==> src/rtl/nco_mixer_decim.sv <==
// rtl/nco_mixer_decim.sv - complex mixer with integrate-and-dump decimator and valid/ready output
// Optional feature macro: MIXER_DECIM_ROUND_EN (round half up before the right shift)
module nco_mixer_decim #(
    parameter int DW   = 12,
    parameter int IW   = 12,
    parameter int DECW = 12,
    parameter int OW   = 16,
    parameter int ACCW = DW + IW + DECW
) (
    input  logic                   clk,
    input  logic                   reset,
    input  logic                   ce,
    input  logic signed [DW-1:0]   i_sample,
    input  logic signed [IW-1:0]   i_cos,
    input  logic signed [IW-1:0]   i_sin,
    input  logic [DECW-1:0]        i_decim_m1,
    input  logic [5:0]             i_shift,
    input  logic                   i_flag_clr,
    output logic                   o_valid,
    input  logic                   i_ready,
    output logic signed [OW-1:0]   o_i,
    output logic signed [OW-1:0]   o_q,
    output logic                   o_sat,
    output logic                   o_ovr
);

    localparam int PW = DW + IW;
    localparam logic signed [ACCW:0] LIM_HI = {{(ACCW-OW+2){1'b0}}, {(OW-1){1'b1}}};
    localparam logic signed [ACCW:0] LIM_LO = ~LIM_HI;

    // Scale one frame sum: optional rounding, arithmetic shift, clamp. Returns {clamped, y}.
    function automatic logic [OW:0] scale(input logic signed [ACCW-1:0] s, input logic [5:0] sh);
        logic signed [ACCW:0] v;
        v = {s[ACCW-1], s};
`ifdef MIXER_DECIM_ROUND_EN
        if (sh != 6'd0) begin
            v = v + ((ACCW+1)'(1) <<< (sh - 6'd1));
        end
`endif
        v = v >>> sh;
        if (v > LIM_HI) begin
            return {1'b1, LIM_HI[OW-1:0]};
        end else if (v < LIM_LO) begin
            return {1'b1, LIM_LO[OW-1:0]};
        end
        return {1'b0, v[OW-1:0]};
    endfunction

    logic signed [PW-1:0]   w_x, w_c, w_s, w_mul_i, w_mul_q;
    logic signed [PW-1:0]   r_p_i, r_p_q;
    logic                   r_p_vld;

    logic [DECW-1:0]        r_cnt, r_len;
    logic signed [ACCW-1:0] r_acc_i, r_acc_q, r_sum_i, r_sum_q;
    logic                   r_s_vld;
    logic signed [ACCW-1:0] w_p_i_ext, w_p_q_ext, w_sum_i, w_sum_q;
    logic [DECW-1:0]        w_len;
    logic                   w_first, w_last;

    logic [OW:0]            w_sc_i, w_sc_q;
    logic signed [OW-1:0]   r_y_i, r_y_q;
    logic                   r_y_vld;

    // Operands widened to product width so the multiply is full precision.
    assign w_x     = {{IW{i_sample[DW-1]}}, i_sample};
    assign w_c     = {{DW{i_cos[IW-1]}}, i_cos};
    assign w_s     = {{DW{i_sin[IW-1]}}, i_sin};
    assign w_mul_i = w_x * w_c;
    assign w_mul_q = w_x * w_s;

    // Stage 1: register I = x*cos and Q = -x*sin with a valid tag.
    always_ff @(posedge clk) begin
        if (reset) begin
            r_p_vld <= 1'b0;
            r_p_i   <= '0;
            r_p_q   <= '0;
        end else begin
            r_p_vld <= ce;
            if (ce) begin
                r_p_i <= w_mul_i;
                r_p_q <= -w_mul_q;
            end
        end
    end

    // The frame length is taken live from the input on the first product and held after that.
    assign w_p_i_ext = {{(ACCW-PW){r_p_i[PW-1]}}, r_p_i};
    assign w_p_q_ext = {{(ACCW-PW){r_p_q[PW-1]}}, r_p_q};
    assign w_first   = (r_cnt == '0);
    assign w_len     = w_first ? i_decim_m1 : r_len;
    assign w_last    = (r_cnt == w_len);
    assign w_sum_i   = w_first ? w_p_i_ext : r_acc_i + w_p_i_ext;
    assign w_sum_q   = w_first ? w_p_q_ext : r_acc_q + w_p_q_ext;

    // Stage 2: integrate tagged products and dump the sum on the last one of a frame.
    always_ff @(posedge clk) begin
        if (reset) begin
            r_cnt   <= '0;
            r_len   <= '0;
            r_acc_i <= '0;
            r_acc_q <= '0;
            r_sum_i <= '0;
            r_sum_q <= '0;
            r_s_vld <= 1'b0;
        end else begin
            r_s_vld <= r_p_vld && w_last;
            if (r_p_vld) begin
                r_acc_i <= w_sum_i;
                r_acc_q <= w_sum_q;
                if (w_first) begin
                    r_len <= i_decim_m1;
                end
                if (w_last) begin
                    r_sum_i <= w_sum_i;
                    r_sum_q <= w_sum_q;
                    r_cnt   <= '0;
                end else begin
                    r_cnt <= r_cnt + DECW'(1);
                end
            end
        end
    end

    assign w_sc_i = scale(r_sum_i, i_shift);
    assign w_sc_q = scale(r_sum_q, i_shift);

    // Stage 3: register scaled pair; a clamp sets the sticky flag, which wins over a clear.
    always_ff @(posedge clk) begin
        if (reset) begin
            r_y_vld <= 1'b0;
            r_y_i   <= '0;
            r_y_q   <= '0;
            o_sat   <= 1'b0;
        end else begin
            r_y_vld <= r_s_vld;
            if (r_s_vld) begin
                r_y_i <= w_sc_i[OW-1:0];
                r_y_q <= w_sc_q[OW-1:0];
            end
            o_sat <= (o_sat && !i_flag_clr) || (r_s_vld && (w_sc_i[OW] || w_sc_q[OW]));
        end
    end

    // Output register: load when free or being accepted; otherwise drop the result and flag overrun.
    always_ff @(posedge clk) begin
        if (reset) begin
            o_valid <= 1'b0;
            o_i     <= '0;
            o_q     <= '0;
            o_ovr   <= 1'b0;
        end else begin
            if (r_y_vld && (!o_valid || i_ready)) begin
                o_valid <= 1'b1;
                o_i     <= r_y_i;
                o_q     <= r_y_q;
            end else if (o_valid && i_ready) begin
                o_valid <= 1'b0;
            end
            o_ovr <= (o_ovr && !i_flag_clr) || (r_y_vld && o_valid && !i_ready);
        end
    end

endmodule

==> config.mk <==
export PLATFORM = sky130hd
export DESIGN_NAME = nco_mixer_decim
export DESIGN_NICKNAME = d
export VERILOG_FILES = /design/src/rtl/nco_mixer_decim.sv
export SDC_FILE = /design/constraint.sdc
export NUM_CORES = 2
export LEC_CHECK = 0
export CAP_MARGIN = 40
export CORE_ASPECT_RATIO = 0.9
export CORE_MARGIN = 5
export CORE_UTILIZATION = 58
export DETAILED_ROUTE_END_ITERATION = 10
export PLACE_DENSITY = 0.76
export SETUP_SLACK_MARGIN = 0.3
export SLEW_MARGIN = 5
export SYNTH_ARGS = -nofsm -noshare
export SYNTH_HDL_FRONTEND = slang
export SYNTH_SLANG_ARGS = --single-unit
==> constraint.sdc <==
create_clock -name clk -period 7.5 [get_ports clk]
set_input_delay 2.25 -clock clk [delete_from_list [all_inputs] [get_ports clk]]
set_output_delay 2.25 -clock clk [all_outputs]
set_load 0.01 [all_outputs]
==> flow_metrics.env <==
export IMPL_status="finished, final reports clean"
export IMPL_worstPathCellList="buf_8 -> and2_4 -> fa_1 -> inv_2 -> fa_1 -> fa_1 -> inv_2 -> fa_1 -> inv_1 -> fa_1 -> inv_1 -> ha_2 -> or4_4 -> a21oi_4 -> nor3b_2 -> o31a_1 -> o41a_1 -> a2111oi_4 -> buf_4 -> xnor2_2 -> a22o_1"
export IMPL_numCtsBuffers=28
export IMPL_start_kind="input port"
export IMPL_htree_levels=1
export IMPL_die_y_um=227.0
export IMPL_final_setup_viol_count=0
export IMPL_synth_ff_type="dfxtp_1"
export IMPL_grt_pass1_vias=25343
export IMPL_final_seq_area_mm2=0.005729
export IMPL_dieArea_mm2=0.05702
export IMPL_grt_overflow=0
export IMPL_viasPerCell=5.784
export IMPL_end_kind="flip-flop"
export IMPL_power_density_mw_per_mm2=431.7
export IMPL_worstRegToRegCells=12
export IMPL_synth_area_leaders="dfxtp_1, fa_1, ha_1"
export IMPL_start_util=0.5861
export IMPL_worst_pin_slew_ns=0.9642
export IMPL_ant_nets=0
export IMPL_min_period_ns=7.017
export IMPL_slew_headroom=0.3572
export IMPL_grt_pass1_wl_um=124600
export IMPL_syn2layout_area_growth_pct=13.63
export IMPL_yosysTopAreaCell="dfxtp_1"
export IMPL_yosys_area_share_simple=0.1751
export IMPL_hp_start="r_y_q[9]$_SDFFE_PP0P_"
export IMPL_core_region_area_mm2=0.05179
export IMPL_synth_xor_area_share=0.03491
export IMPL_max_freq_mhz=142.5
export IMPL_drt_pre_antenna_iters=5
export IMPL_rsz0062_at_grt="yes"
export IMPL_cts_root_buffer="clkbuf_16"
export IMPL_wl_per_cell_um=16.77
export IMPL_worstReg2RegStart="r_cnt[0]$_SDFFE_PP0P_"
export IMPL_grt_util_all_layers=0.2576
export IMPL_cts_sinks=286
export IMPL_grt_start_max_net_pins=135
export IMPL_drcViolationCount=0
export IMPL_vias=25646
export IMPL_crit_slowest_cell="fa_1"
export IMPL_synth_edff_count=0
export IMPL_antenna_cells=0
export IMPL_yosysSeqAreaShare=0.1886
export IMPL_antenna_found_initial=1
export IMPL_synth_fp_nets=4117
export IMPL_boundaryPins=94
export IMPL_synthesis_area_mm2=0.03036
export IMPL_min_path_cells=2
export IMPL_worst_slack_ns=0.4832
export IMPL_portBuffers=93
export IMPL_synth_top_family_by_area="adder cells"
export IMPL_ys_types=86
export IMPL_yosys_register_bits=286
export IMPL_yosysTopAreaCellShare=0.1886
export IMPL_async_reset_ff_frac=0
export IMPL_synth_area_mux_share=0.09941
export IMPL_leakage_uw=0.01521
export IMPL_final_hold_viol_count=0
export IMPL_synth_compound_area_frac=0.1600
export IMPL_path_max_fanout=4
export IMPL_synth_common_cells="nand2_1, nor2_1, inv_1"
export IMPL_r2r_slack_ns=3.49
export IMPL_yosysMostFrequentCell="nand2_1"
export IMPL_drv_cap=0
export IMPL_crit_arrival_ns=7.47
export IMPL_drt_iter0_drc=2093
export IMPL_insertion_delay_ns=0.57
export IMPL_r2r_end="r_sum_i[35]$_SDFFE_PP0P_"
export IMPL_drive_above_1_share=0.1377
export IMPL_fin_skew_ns=0.01079
export IMPL_place_congestion=0.9186
export IMPL_syn_inst=3581
export IMPL_nFillCells=4339
export IMPL_clk_path_buf_depth=3
export IMPL_clk_pin_slew_ns=0.07
export IMPL_critical_path_max_stage_delay_ns=0.57
export IMPL_multi_input_area_mm2=0.02273
export IMPL_crit_type="input port to flip-flop"
export IMPL_irDropWorstVdd_v=0.0007674
export IMPL_postPlaceCellArea_mm2=0.03305
export IMPL_fin_crit_sh=0.9356
export IMPL_cp_common_cell="fa_1"
export IMPL_avgSynthCellArea_um2=8.477
export IMPL_slew_viol_final=0
export IMPL_hpwl_um=56690
export IMPL_post_route_cell_area_mm2=0.03449
export IMPL_hold_buffers=0
export IMPL_die_x_um=251.2
export IMPL_synth_adder_area_share=0.2639
export IMPL_cts_tree="done"
export IMPL_hold_path_endpoint="o_q[9]$_SDFFE_PP0P_"
export IMPL_pre_cts_ws_ns=-0.6952
export IMPL_crit_required_ns=7.96
export IMPL_yosysWarningCount=0
export IMPL_rows=79
export IMPL_nets=4260
export IMPL_wl_um=74340
export IMPL_hold_path_class="flip-flop to flip-flop"
## timing repair
| item | in CTS | in global routing |
|---|---|---|
| buffers inserted | 6 | 7 |
| resized for setup | 114 | 87 |
| pin swaps | 39 | 65 |
| setup endpoints to repair | 17 | 15 |
## routing by layer
| layer | vias to the layer above | track usage | share of wire |
|---|---|---|---|
| li1 | 12470 | - | - |
| met1 | 12453 | 0.3614 | 0.46 |
| met2 | 630 | 0.4452 | 0.48 |
| met3 | 93 | 0.02810 | 0.047 |
| met4 | 0 | 0.04013 | 0.016 |
| met5 | - | 0 | 0 |
## worst max-delay path by stage
| stage | to | slack [ns] | start | cells past startpoint |
|---|---|---|---|---|
| finish | r_p_i[20]$_SDFFE_PP0P_ | 0.48 | i_sample[10] | 21 |
| floorplan | r_p_i[22]$_SDFFE_PP0P_ | -0.01 | i_sample[10] | 21 |
| detailed placement | r_p_q[23]$_SDFFE_PP0P_ | -0.70 | i_sample[5] | 20 |
| global route | r_p_i[23]$_SDFFE_PP0P_ | 0.25 | i_sample[4] | 27 |
| CTS | r_p_i[22]$_SDFFE_PP0P_ | 0.12 | i_cos[6] | 21 |
| global placement | r_p_i[23]$_SDFFE_PP0P_ | -0.63 | i_sample[6] | 22 |
## cells in the final DEF (no fill, tap or decap), drive strengths merged, types with 7 or more instances in the layout
cell type	instances
a211o	10
mux2	18
nand4	20
clkbuf	43
buf	267
or3	15
clkinv	7
mux2i	141
a211oi	159
fa	272
nor4	11
o31ai	12
o21bai	15
xor2	58
a311oi	17
nor3	48
nand3	32
o21ai	103
nand2b	26
inv	362
o31a	10
nor2b	32
nor2	382
and3	22
a2111oi	8
a21o	39
and2	128
o21a	33
a31oi	17
dfxtp	286
ha	205
mux4	61
o211ai	16
nor3b	7
a21oi	223
xnor2	63
a21boi	9
nand2	418
clkdlybuf4s50	53
## state kept, by name, summed over array words and instances, names as in the netlist
| signal | cells |
|---|---|
| o_ovr | 1 |
| r_cnt | 12 |
| r_sum_q | 36 |
| o_sat | 1 |
| o_q | 16 |
| r_s_vld | 1 |
| r_sum_i | 36 |
| r_p_q | 24 |
| r_y_vld | 1 |
| r_y_i | 16 |
| o_valid | 1 |
| o_i | 16 |
| r_p_i | 24 |
| r_len | 12 |
| r_acc_i | 36 |
| r_p_vld | 1 |
| r_acc_q | 36 |
| r_y_q | 16 |
## worst max-delay path: cells and delay by family
| family | cells | cell delay, ns |
|---|---|---|
| compound gates | 5 | 1.30 |
| simple gates | 3 | 0.71 |
| buf+inv | 6 | 0.45 |
| fa+ha+maj | 6 | 2.71 |
| xor+xnor | 1 | 0.05 |
## through the flow
step | setup TNS, ns | utilization | total power (µW) | std cells | hold slack, ns
floorplan | -0.01459 | - | 8993 | 3581 | 0.4312
finish | 0 | 0.6660 | 14890 | 4434 | 0.4467
global placement | -8.795 | 0.6367 | 12200 | 4364 | 0.4369
detailed placement | -9.921 | 0.6380 | 12390 | 4369 | 0.4447
CTS | 0 | 0.6597 | 14290 | 4427 | 0.4514
global route | 0 | 0.6660 | 16400 | 4434 | 0.4667
## layout make-up
class,count,share of cell area
clock inverter,15,0.006239
tap,688,0.02496
inverter,362,0.03939
timing repair buffer,337,0.08165
multi-input combinational,2709,0.6589
clock buffer,37,0.02278
sequential,286,0.1661
## report_power, final
group | internal, µW | total (µW) | switching [µW] | leakage, µW
combinational | 6000 | 11600 | 5580 | 0.0124
sequential | 1660 | 1770 | 103 | 0.00233
clock | 912 | 1540 | 628 | 0.000485
## kinds of logic after synthesis
kind of cell             after synthesis
flip-flops                           286
AND/OR/NAND/NOR                     1165
adder cells (fa/ha/maj)              477
XOR/XNOR                             121
AO/OA/AOI/OAI                        726
buffers and inverters                586
multiplexers                         220
(Power assumes the default switching activity.)
